===== src/rtl/shift_reg.sv =====
// Universal shift register: parallel load, clear, logical/arithmetic shifts
// and rotates. Multi-position shifts run one position per clock under a
// start/busy/done handshake; sin/sout allow chaining instances.
module shift_reg #(
    parameter int               WIDTH     = 8,
    parameter int               AMT_W     = 4,
    parameter logic [WIDTH-1:0] RESET_VAL = {WIDTH{1'b0}}
) (
    input  logic             clk,
    input  logic             rst_n,
    input  logic             start,
    input  logic [2:0]       mode,
    input  logic [AMT_W-1:0] amt,
    input  logic [WIDTH-1:0] in,
    input  logic             sin,
    output logic [WIDTH-1:0] out,
    output logic             sout,
    output logic             busy,
    output logic             done
);

    localparam logic [2:0] MODE_LOAD  = 3'b000;
    localparam logic [2:0] MODE_SHL   = 3'b001;
    localparam logic [2:0] MODE_SHR   = 3'b010;
    localparam logic [2:0] MODE_ASR   = 3'b011;
    localparam logic [2:0] MODE_ROL   = 3'b100;
    localparam logic [2:0] MODE_ROR   = 3'b101;
    localparam logic [2:0] MODE_CLEAR = 3'b110;

    localparam logic [AMT_W-1:0] CNT_ZERO = {AMT_W{1'b0}};
    localparam logic [AMT_W-1:0] CNT_ONE  = {{(AMT_W-1){1'b0}}, 1'b1};

    typedef enum logic {
        IDLE = 1'b0,
        RUN  = 1'b1
    } state_t;

    state_t           state;
    logic [2:0]       cmd_mode;
    logic [AMT_W-1:0] cnt;
    logic             dir;      // 0: bits leave from the MSB end, 1: from the LSB end

    // One single-position step of the given shift/rotate kind.
    function automatic logic [WIDTH-1:0] step_once(
        input logic [WIDTH-1:0] v,
        input logic [2:0]       m,
        input logic             s
    );
        logic [WIDTH-1:0] r;
        case (m)
            MODE_SHL: r = {v[WIDTH-2:0], s};
            MODE_SHR: r = {s, v[WIDTH-1:1]};
            MODE_ASR: r = {v[WIDTH-1], v[WIDTH-1:1]};
            MODE_ROL: r = {v[WIDTH-2:0], v[WIDTH-1]};
            MODE_ROR: r = {v[0], v[WIDTH-1:1]};
            default:  r = v;
        endcase
        return r;
    endfunction

    // The bit that the next step would push out, on the side set by dir.
    assign sout = dir ? out[0] : out[WIDTH-1];

    // Command acceptance, per-step execution and handshake outputs.
    always_ff @(posedge clk or negedge rst_n) begin
        if (!rst_n) begin
            state    <= IDLE;
            out      <= RESET_VAL;
            cmd_mode <= 3'b111;
            cnt      <= CNT_ZERO;
            dir      <= 1'b0;
            busy     <= 1'b0;
            done     <= 1'b0;
        end else begin
            done <= 1'b0;
            case (state)
                IDLE: begin
                    if (start) begin
                        cmd_mode <= mode;
                        cnt      <= amt;
                        case (mode)
                            MODE_LOAD: begin
                                out  <= in;
                                done <= 1'b1;
                            end
                            MODE_CLEAR: begin
                                out  <= RESET_VAL;
                                done <= 1'b1;
                            end
                            MODE_SHL, MODE_SHR, MODE_ASR, MODE_ROL, MODE_ROR: begin
                                dir <= (mode == MODE_SHR) || (mode == MODE_ASR) ||
                                       (mode == MODE_ROR);
                                if (amt == CNT_ZERO) begin
                                    done <= 1'b1;
                                end else begin
                                    state <= RUN;
                                    busy  <= 1'b1;
                                end
                            end
                            default: begin
                                // NOP: contents untouched, still a completed command
                                done <= 1'b1;
                            end
                        endcase
                    end
                end
                RUN: begin
                    // start is ignored here; the latched cmd_mode drives the step
                    out <= step_once(out, cmd_mode, sin);
                    cnt <= cnt - CNT_ONE;
                    if (cnt == CNT_ONE) begin
                        state <= IDLE;
                        busy  <= 1'b0;
                        done  <= 1'b1;
                    end
                end
                default: begin
                    state <= IDLE;
                    busy  <= 1'b0;
                end
            endcase
        end
    end

endmodule


===== config.mk =====
export PLATFORM = sky130hd
export DESIGN_NAME = shift_reg
export DESIGN_NICKNAME = d
export VERILOG_FILES = /design/src/rtl/shift_reg.sv
export SDC_FILE = /design/constraint.sdc
export NUM_CORES = 1
export LEC_CHECK = 0
export CORE_ASPECT_RATIO = 1.75
export CORE_MARGIN = 3
export CORE_UTILIZATION = 30
export CTS_CLUSTER_DIAMETER = 150
export DETAILED_ROUTE_END_ITERATION = 16
export DONT_BUFFER_PORTS = 1
export PLACE_DENSITY_LB_ADDON = 0.08
export SLEW_MARGIN = 20
export SYNTH_ARGS = -nofsm -noshare
export SYNTH_HDL_FRONTEND = slang
export SYNTH_SLANG_ARGS = --single-unit

===== constraint.sdc =====
create_clock -name clk -period 3.74 [get_ports clk]
set_input_delay 0.748 -clock clk [delete_from_list [all_inputs] [get_ports clk]]
set_output_delay 0.748 -clock clk [all_outputs]
set_load 0.01 [all_outputs]

==> results of run 1 <==
## worst paths after layout
check                                   startpoint                 endpoint  slack, ps  cells after the start
setup reg to reg           cmd_mode[0]$_DFFE_PN1P_       out[1]$_DFFE_PN0P_       1750                      4
setup / recovery           cmd_mode[0]$_DFFE_PN1P_       out[1]$_DFFE_PN0P_       1750                      4
hold reg to reg                 cnt[0]$_DFFE_PN0N_       cnt[0]$_DFFE_PN0N_        520                      1
min in group clk                cnt[0]$_DFFE_PN0N_       cnt[0]$_DFFE_PN0N_        520                      1
max in group asynchronous                    rst_n  cmd_mode[1]$_DFFE_PN1P_       3390                      0
hold / removal                               rst_n       out[7]$_DFFE_PN0P_        170                      0
## critical path: stages, from the launching register on
cell and delay, ps:
sky130_fd_sc_hd__dfstp_2 570, sky130_fd_sc_hd__nor2b_1 680, sky130_fd_sc_hd__mux2i_1 170, sky130_fd_sc_hd__a211o_1 320, sky130_fd_sc_hd__a31oi_1 160
## cell type report
| class | instances | area (µm²) |
|---|---|---|
| Multi-Input combinational cell | 105 | 709.4 |
| Clock buffer | 4 | 45.04 |
| Tap cell | 48 | 60.06 |
| Sequential cell | 19 | 479.2 |
| Fill cell | 452 | 2666 |
| Inverter | 5 | 18.77 |
## cells in the final DEF (no fill, tap or decap), drive strengths merged, types with 2 or more instances in the layout
cell type,count
o31ai,2
dfstp,3
xor2,2
xnor2,2
ha,2
mux2i,9
a211o,6
a32o,2
dfrtp,16
a21oi,5
inv,5
nand2,17
a211oi,7
o22ai,2
a31oi,6
nor3,2
clkbuf,4
o21ai,7
nor2b,8
mux2,5
o211a,2
nor2,9
## logic make-up after synthesis
logic type	share of synthesized area [%]
flops	37.55
xor+xnor	2.746
compound gates	23.23
fa+ha+maj	1.960
buf+inv	6.862
simple gates	16.18
mux	11.47
## routing by layer
metal	part of all wire, %	wire, µm
met5	0	0
met4	0.92	31
met3	6.8	228
met2	51	1729
met1	41	1373
## where the power goes
group | total, W | internal, W | switching [W]
clock | 0.000150 | 0.0000758 | 0.0000739
combinational | 0.000567 | 0.000286 | 0.000281
sequential | 0.000551 | 0.000326 | 0.000225
## per-stage QoR
| stage | power [W] | cells | cell area, µm² |
|---|---|---|---|
| global placement | 0.001116 | 177 | 1267 |
| floorplan | 0.001026 | 141 | 1276 |
| CTS | 0.001283 | 181 | 1313 |
| detailed placement | 0.001128 | 177 | 1267 |
| global route | 0.001394 | 181 | 1313 |
| finish | 0.001267 | 181 | 1313 |
## registers in the layout, indices dropped and copies added, names as in the netlist
name	count
state	1
dir	1
done	1
busy	1
cnt	4
cmd_mode	3
out	8
==> results.toml, run 1 <==
[logic_synthesis]
syn_area_per_cell_um2 = 9.051
synthesis.nets = 162
synth-seq-area-share_pct = 37.55
synthDominantAreaCellType = "sky130_fd_sc_hd__dfrtp_1"
netlist_instances = 141
synth-async-reset-ratio_pct = 100.0
synthTopCellsByCount = "sky130_fd_sc_hd__nand2_1, sky130_fd_sc_hd__dfrtp_1, sky130_fd_sc_hd__mux2i_1, sky130_fd_sc_hd__nor2_1, sky130_fd_sc_hd__nor2b_1"
yosys.area.top_type_share_pct = 31.37
ys.flop_type = "sky130_fd_sc_hd__dfrtp_1"
yosys-top-cells-area = "sky130_fd_sc_hd__dfrtp_1, sky130_fd_sc_hd__mux2i_1, sky130_fd_sc_hd__dfstp_2, sky130_fd_sc_hd__nand2_1, sky130_fd_sc_hd__mux2_2"
synth_cell_type_count = 37
ys_ff_latch = 19
syn-cell-area_um2 = 1276
synthMostInstantiatedCell = "sky130_fd_sc_hd__nand2_1"
yosysWarningCount = 0
synth_enable_flop_cells = 0

[critical_path]
worst-setup-path-type = "flop to flop"
cp_data_required_time_ps = 3920
critPathLaunchType = "flop"
critical_path_arrival_ps = 2170
setup.worst_path.end_class = "flop"
largest_fanout_on_the_critical_path = 8

[flow_run]
drv.max_cap_violation_count = 0

[route]
routed-via-count = 1040
final_antenna_net_count = 0
postRouteWirelength_um = 3363
detailed_route_iter0_violations = 12
routedWlPerCell_um = 18.58
post_drt_via_cell_ratio = 5.746
detailedRoute.firstPassIterationCount = 4
post-route-drc-count = 0

[grt]
antenna_found_initial = 0
use_met2_pct = 24.11
gr-usage-met3_pct = 4.085
first_global_vias = 1076
grt.busiest_layer = "met2"
grt.total_usage_pct = 13.57
grt_use_met1_pct = 15.11
wire_length_of_the_first_global_routing_pass_um = 5589
maximum_number_of_pins_on_one_net_before_global_route_repair = 22
remaining_global_route_overflow = 0

[placed_design]
dpl.hpwl_um = 2414
globalplace.congestion = 0.7335
io_buffers = 0
dp_slack_ps = 1822

[final_layout]
antenna_cells_inserted = 0
design.final.nets = 155
areaGrowthSynthToFinish_pct = 2.843
utilization_pct = 32.99
layout-drive-gt1-share_pct = 9.023

[timing]
timing.setup.tns_ps = 0
report.final.setup_viol = 0
worst_tran_pin_value_ps = 841.5
finalHoldWorstSlack_ps = 174.2
timing.final.max_slew_violations = 0
timing.slew.headroom_pct = 43.79
hold_violations = 0
final.period_utilization_pct = 53.15
final.setup_skew_ps = 4.545
max_freq_mhz = 503.1
finalWorstPathRequiredPeriod_ps = 1988
unrepaired_setup_endpoints_after_global_routing = "false"
setup_slack_ps = 1752

[power_and_ir_drop]
max-vdd-ir-drop_mv = 0.3287
pwr_density_cell_nw_per_um2 = 965.7
leakagePower_nw = 0.5485

[floorplan]
i_o_pins = 30
die-width_um = 55.31
floorplan.core_area_um2 = 3979
design.die.area_um2 = 5104
floorplan.initialDensity_pct = 32.08
die-height_um = 92.28
row_count = 30

[clock_tree]
cts.hold.buffers_added = 0
cts_tree = "built"
post_cts_buffers = 0
clk-insertion-delay-late_ps = 260
cts_repair_resize_count = 0
cts-buffers-inserted = 3
ctsRootBufferMaster = "sky130_fd_sc_hd__clkbuf_8"
cts-root-to-sink-buffers = 2
clock_tree.htree_level_count = 1
clock_edge_transition_at_the_registers_on_the_reported_setup_and_hold_paths_ps = 80
clock-sinks = 19

[worst_hold_path]
hp-class = "input pin to asynchronous set/reset pin"

[outcome]
status = "completed"
(Power assumes the default switching activity.)
==> run 2, diff against run 1 <==
==> constraint.sdc (replaced) <==
create_clock -name clk -period 1.65 [get_ports clk]
set_input_delay 0.33 -clock clk [delete_from_list [all_inputs] [get_ports clk]]
set_output_delay 0.33 -clock clk [all_outputs]
set_load 0.01 [all_outputs]
==> results.toml, run 2 (synthesis results as in run 1) <==
[route]
routed-via-count = 1087
post-route-drc-count = 0
detailed_route_iter0_violations = 28
routedWlPerCell_um = 18.92
postRouteWirelength_um = 3614
post_drt_via_cell_ratio = 5.691
detailedRoute.firstPassIterationCount = 4
final_antenna_net_count = 0

[grt]
grt.busiest_layer = "met2"
grt.total_usage_pct = 13.41
gr-usage-met3_pct = 4.085
remaining_global_route_overflow = 0
first_global_vias = 1138
wire_length_of_the_first_global_routing_pass_um = 5526
maximum_number_of_pins_on_one_net_before_global_route_repair = 20
use_met2_pct = 24.51
grt_use_met1_pct = 14.04
antenna_found_initial = 0

[timing]
timing.slew.headroom_pct = 36.00
report.final.setup_viol = 0
timing.final.max_slew_violations = 0
timing.setup.tns_ps = 0
finalWorstPathRequiredPeriod_ps = 1560
final.period_utilization_pct = 94.56
worst_tran_pin_value_ps = 956.9
final.setup_skew_ps = 3.800
max_freq_mhz = 640.9
unrepaired_setup_endpoints_after_global_routing = "false"
hold_violations = 0

[critical_path]
cp_data_required_time_ps = 1830
setup.worst_path.end_class = "flop"
critPathLaunchType = "flop"
worst-setup-path-type = "flop to flop"
reg2regPathDepth = 4
largest_fanout_on_the_critical_path = 8
critical_path_arrival_ps = 1740

[floorplan]
i_o_pins = 30
design.die.area_um2 = 5104
row_count = 30
floorplan.initialDensity_pct = 32.08
die-width_um = 55.31
die-height_um = 92.28
floorplan.core_area_um2 = 3979

[final_layout]
largest_register_ff_count = 8
final_common_cell = "sky130_fd_sc_hd__nand2_1"
antenna_cells_inserted = 0
most_frequent_cells_in_the_layout = "sky130_fd_sc_hd__nand2_1, sky130_fd_sc_hd__dfrtp_1, sky130_fd_sc_hd__nor2_1, sky130_fd_sc_hd__mux2i_1"
areaGrowthSynthToFinish_pct = 10.49
layout-drive-gt1-share_pct = 16.78
finalInstanceArea_um2 = 1410
largest_registers = "out x8, cnt x4, cmd_mode x3"
design.final.nets = 165
largest-register = "out"

[worst_hold_path]
hp-class = "input pin to flop"
worstHoldPathCells = 2

[placed_design]
io_buffers = 0
globalplace.congestion = 0.7563
dpl.hpwl_um = 2520
dpl-instance-area_um2 = 1328

[power_and_ir_drop]
pwr_density_cell_nw_per_um2 = 2224
max-vdd-ir-drop_mv = 0.7028
leakagePower_nw = 0.6010

[clock_tree]
clock_edge_transition_at_the_registers_on_the_reported_setup_and_hold_paths_ps = 80
clock-sinks = 19
clock_tree.htree_level_count = 1
clk-insertion-delay-late_ps = 260
cts-buffers-inserted = 3
ctsRootBufferMaster = "sky130_fd_sc_hd__clkbuf_8"
cts-root-to-sink-buffers = 2
post_cts_buffers = 0
cts_tree = "built"

[outcome]
status = "completed"

[flow_run]
drv.max_cap_violation_count = 0
-- run 2: routing by layer --
metal	share of wire [%]	vias up
li1	-	516
met4	1.5	0
met3	6.3	4
met2	53	25
met1	40	542
met5	0	-
-- run 2: critical path: stages (launching register included) --
cell and delay, ps:
sky130_fd_sc_hd__dfstp_2 370, sky130_fd_sc_hd__buf_4 150, sky130_fd_sc_hd__or3_4 390, sky130_fd_sc_hd__a32o_1 370, sky130_fd_sc_hd__a31oi_1 210
-- run 2: repair_timing --
action	in CTS	in global routing
endpoints found under the setup margin	0	2
hold buffers	1	0
resized for setup	0	3
hold endpoints to repair	19	0
-- run 2: through the flow --
step | std cells | hold slack [ps] | worst slack, ps | power [W] | utilization, %
2_1_floorplan | 141 | 34.41 | 106.3 | 0.002324 | -
3_3_place_gp | 185 | 35.01 | 91.67 | 0.002684 | 33.36
3_5_place_dp | 185 | 35.06 | 67.17 | 0.002714 | 33.36
4_1_cts | 190 | 198.9 | 53.52 | 0.003086 | 34.78
5_1_grt | 191 | 208.5 | 13.39 | 0.003409 | 35.44
6_report | 191 | 210.3 | 89.71 | 0.003136 | 35.44
-- run 2: area by class of cell --
cell class / count / area (µm²)
Tap cell: 48 / 60.06
Multi-Input combinational cell: 106 / 735.7
Timing Repair Buffer: 9 / 70.07
Clock inverter: 1 / 5.005
Fill cell: 446 / 2569
Clock buffer: 3 / 41.29
Inverter: 5 / 18.77
Sequential cell: 19 / 479.2
-- run 2: path summary, 6_finish.rpt --
kind,from,slack [ps],end
worst min-delay path,in[2],210,out[2]$_DFFE_PN0P_
worst max-delay path,cmd_mode[1]$_DFFE_PN1P_,90,out[4]$_DFFE_PN0P_
worst min register to register,cnt[0]$_DFFE_PN0N_,510,cnt[0]$_DFFE_PN0N_
max in group asynchronous,rst_n,400,cnt[3]$_DFFE_PN0N_
min in group asynchronous,rst_n,670,out[3]$_DFFE_PN0P_
worst max register to register,cmd_mode[1]$_DFFE_PN1P_,90,out[4]$_DFFE_PN0P_
-- run 2: power by group --
| part | internal [W] | total (W) | leakage [nW] | switching (W) |
|---|---|---|---|---|
| sequential | 0.000735 | 0.00111 | 0.216 | 0.000373 |
| combinational | 0.000807 | 0.00169 | 0.359 | 0.000883 |
| clock | 0.000168 | 0.000338 | 0.0255 | 0.000170 |
| total | 0.00171 | 0.00314 | 0.601 | 0.00143 |
==> run 3, diff against run 2 <==
--- a/config.mk
+++ b/config.mk
@@ -5,9 +5,10 @@
 export SDC_FILE = /design/constraint.sdc
 export NUM_CORES = 1
 export LEC_CHECK = 0
+export CAP_MARGIN = 10
 export CORE_ASPECT_RATIO = 1.75
 export CORE_MARGIN = 3
-export CORE_UTILIZATION = 30
+export CORE_UTILIZATION = 56
 export CTS_CLUSTER_DIAMETER = 150
 export DETAILED_ROUTE_END_ITERATION = 16
 export DONT_BUFFER_PORTS = 1
==> results.toml, run 3 (synthesis results as in run 1) <==
[flow_run]
drv.max_cap_violation_count = 0

[timing]
max_freq_mhz = 627.8
timing.slew.headroom_pct = 39.28
worst_tran_pin_value_ps = 907.9
final.period_utilization_pct = 96.53
final.setup_skew_ps = 1.833
setup_slack_ps = 57.18
hold_violations = 0
timing.setup.tns_ps = 0
finalWorstPathRequiredPeriod_ps = 1593
report.final.setup_viol = 0
timing.final.max_slew_violations = 0
unrepaired_setup_endpoints_after_global_routing = "false"

[power_and_ir_drop]
leakagePower_nw = 0.5890
pwr-share-seq_pct = 37.3
sw_frac_of_total_pct = 45.46
internal_power_w = 0.001624
clock_power_share_pct = 8.3
p_sw_w = 0.001354
power.combinational.fraction_pct = 54.5
pwr_density_cell_nw_per_um2 = 2200
max-vdd-ir-drop_mv = 0.8792

[clock_tree]
cts_tree = "built"
clk-insertion-delay-late_ps = 300
cts-buffers-inserted = 3
ctsRootBufferMaster = "sky130_fd_sc_hd__clkbuf_4"
clock-sinks = 19
post_cts_buffers = 0
clock_tree.htree_level_count = 1
cts-root-to-sink-buffers = 2
clock_edge_transition_at_the_registers_on_the_reported_setup_and_hold_paths_ps = 110

[critical_path]
rr_endpoint = "out[0]$_DFFE_PN0P_"
r2r_setup_slack_ps = 60
worst-setup-path-type = "flop to flop"
setup.worst_path.end_class = "flop"
reg2regPathDepth = 5
critical_path_arrival_ps = 1780
largest_fanout_on_the_critical_path = 11
worst_r2r_startpoint = "cmd_mode[1]$_DFFE_PN1P_"
critPathLaunchType = "flop"
cp_data_required_time_ps = 1840

[route]
detailed_route_iter0_violations = 31
routed-via-count = 1095
routedWlPerCell_um = 18.87
post_drt_via_cell_ratio = 6.557
post-route-drc-count = 0
postRouteWirelength_um = 3151
final_antenna_net_count = 0
detailedRoute.firstPassIterationCount = 4

[final_layout]
largest-register = "out"
multiInputGateArea_um2 = 729.5
final_common_cell = "sky130_fd_sc_hd__nand2_1"
most_frequent_cells_in_the_layout = "sky130_fd_sc_hd__nand2_1, sky130_fd_sc_hd__dfrtp_1, sky130_fd_sc_hd__nor2_1, sky130_fd_sc_hd__mux2i_1"
largest_registers = "out x8, cnt x4, cmd_mode x3"
register_area_um2 = 479.2
antenna_cells_inserted = 0
design.final.nets = 165
largest_register_ff_count = 8
layout.filler_cells = 186
layout-drive-gt1-share_pct = 15.38
areaGrowthSynthToFinish_pct = 6.079

[grt]
first_global_vias = 1069
antenna_found_initial = 0
wire_length_of_the_first_global_routing_pass_um = 4988
maximum_number_of_pins_on_one_net_before_global_route_repair = 20
grt.total_usage_pct = 21.31
remaining_global_route_overflow = 0

[floorplan]
die-width_um = 42.09
floorplan.core_area_um2 = 2120
floorplan.initialDensity_pct = 60.21
row_count = 22
i_o_pins = 30
die-height_um = 69.15
design.die.area_um2 = 2910

[worst_hold_path]
hold_path_startpoint = "in[5]"
hp-class = "input pin to flop"
worstHoldPathCells = 2
hold-path-endpoint = "out[5]$_DFFE_PN0P_"

[placed_design]
dpl.hpwl_um = 2159
globalplace.congestion = 0.8027
io_buffers = 0
dp_slack_ps = 87.38

[outcome]
status = "completed"
run 3: worst max path at each step:
| stage | from | endpoint | slack, ps |
|---|---|---|---|
| 4_1_cts | cmd_mode[1]$_DFFE_PN1P_ | out[5]$_DFFE_PN0P_ | 70 |
| 2_1_floorplan | cmd_mode[2]$_DFFE_PN1P_ | out[0]$_DFFE_PN0P_ | 110 |
| 3_5_place_dp | cmd_mode[1]$_DFFE_PN1P_ | out[5]$_DFFE_PN0P_ | 90 |
| 3_3_place_gp | cmd_mode[1]$_DFFE_PN1P_ | out[5]$_DFFE_PN0P_ | 110 |
| 5_1_grt | cmd_mode[1]$_DFFE_PN1P_ | out[4]$_DFFE_PN0P_ | 6 |
| 6_report | cmd_mode[1]$_DFFE_PN1P_ | out[0]$_DFFE_PN0P_ | 60 |
run 3: layout make-up:
class	count	area share [%]
flip-flops and latches	19	35.40
well taps	24	2.218
multi-input cells	106	53.88
inverters	5	1.386
repair buffers	9	5.176
clock buffers	4	1.941
run 3: power by group through the flow:
| stage | clock network, W | logic [W] | registers (W) |
|---|---|---|---|
| after floorplan | 0 | 0.00133 | 0.000991 |
| after global placement | 0 | 0.00151 | 0.00109 |
| after detailed placement | 0 | 0.00155 | 0.00111 |
| after CTS | 0.000252 | 0.00157 | 0.00110 |
| after global routing | 0.000265 | 0.00182 | 0.00115 |
| final | 0.000246 | 0.00162 | 0.00111 |
run 3: repair_timing:
action | in CTS | in global routing
hold buffers | 1 | 0
setup endpoints to repair | 0 | 2
gates resized for setup | 0 | 2
hold endpoints to repair | 19 | 0
run 3: critical path, stage by stage (launching register included):
cell,delay (ps)
sky130_fd_sc_hd__dfstp_2,390
sky130_fd_sc_hd__buf_4,160
sky130_fd_sc_hd__or3_4,390
sky130_fd_sc_hd__a32o_1,360
sky130_fd_sc_hd__nand2_1,110
sky130_fd_sc_hd__o22ai_1,60
run 3: layer usage:
layer / part of all wire [%] / track usage [%] / wire, µm
met1: 39 / 25.21 / 1243
met2: 52 / 36.90 / 1647
met3: 6.1 / 4.178 / 192
met4: 2.1 / 8.304 / 67
met5: 0 / 0 / 0
run 3: through the flow:
| stage | std cells | utilization, % | hold slack, ps | power (W) | area (µm²) |
|---|---|---|---|---|---|
| 2_1_floorplan | 141 | - | 34.41 | 0.002324 | 1276 |
| 3_3_place_gp | 161 | 61.22 | 34.91 | 0.002599 | 1297 |
| 3_5_place_dp | 161 | 61.22 | 34.98 | 0.002653 | 1297 |
| 4_1_cts | 166 | 62.93 | 156.2 | 0.002915 | 1334 |
| 5_1_grt | 167 | 63.87 | 163.4 | 0.003236 | 1354 |
| 6_report | 167 | 63.87 | 164.9 | 0.002978 | 1354 |
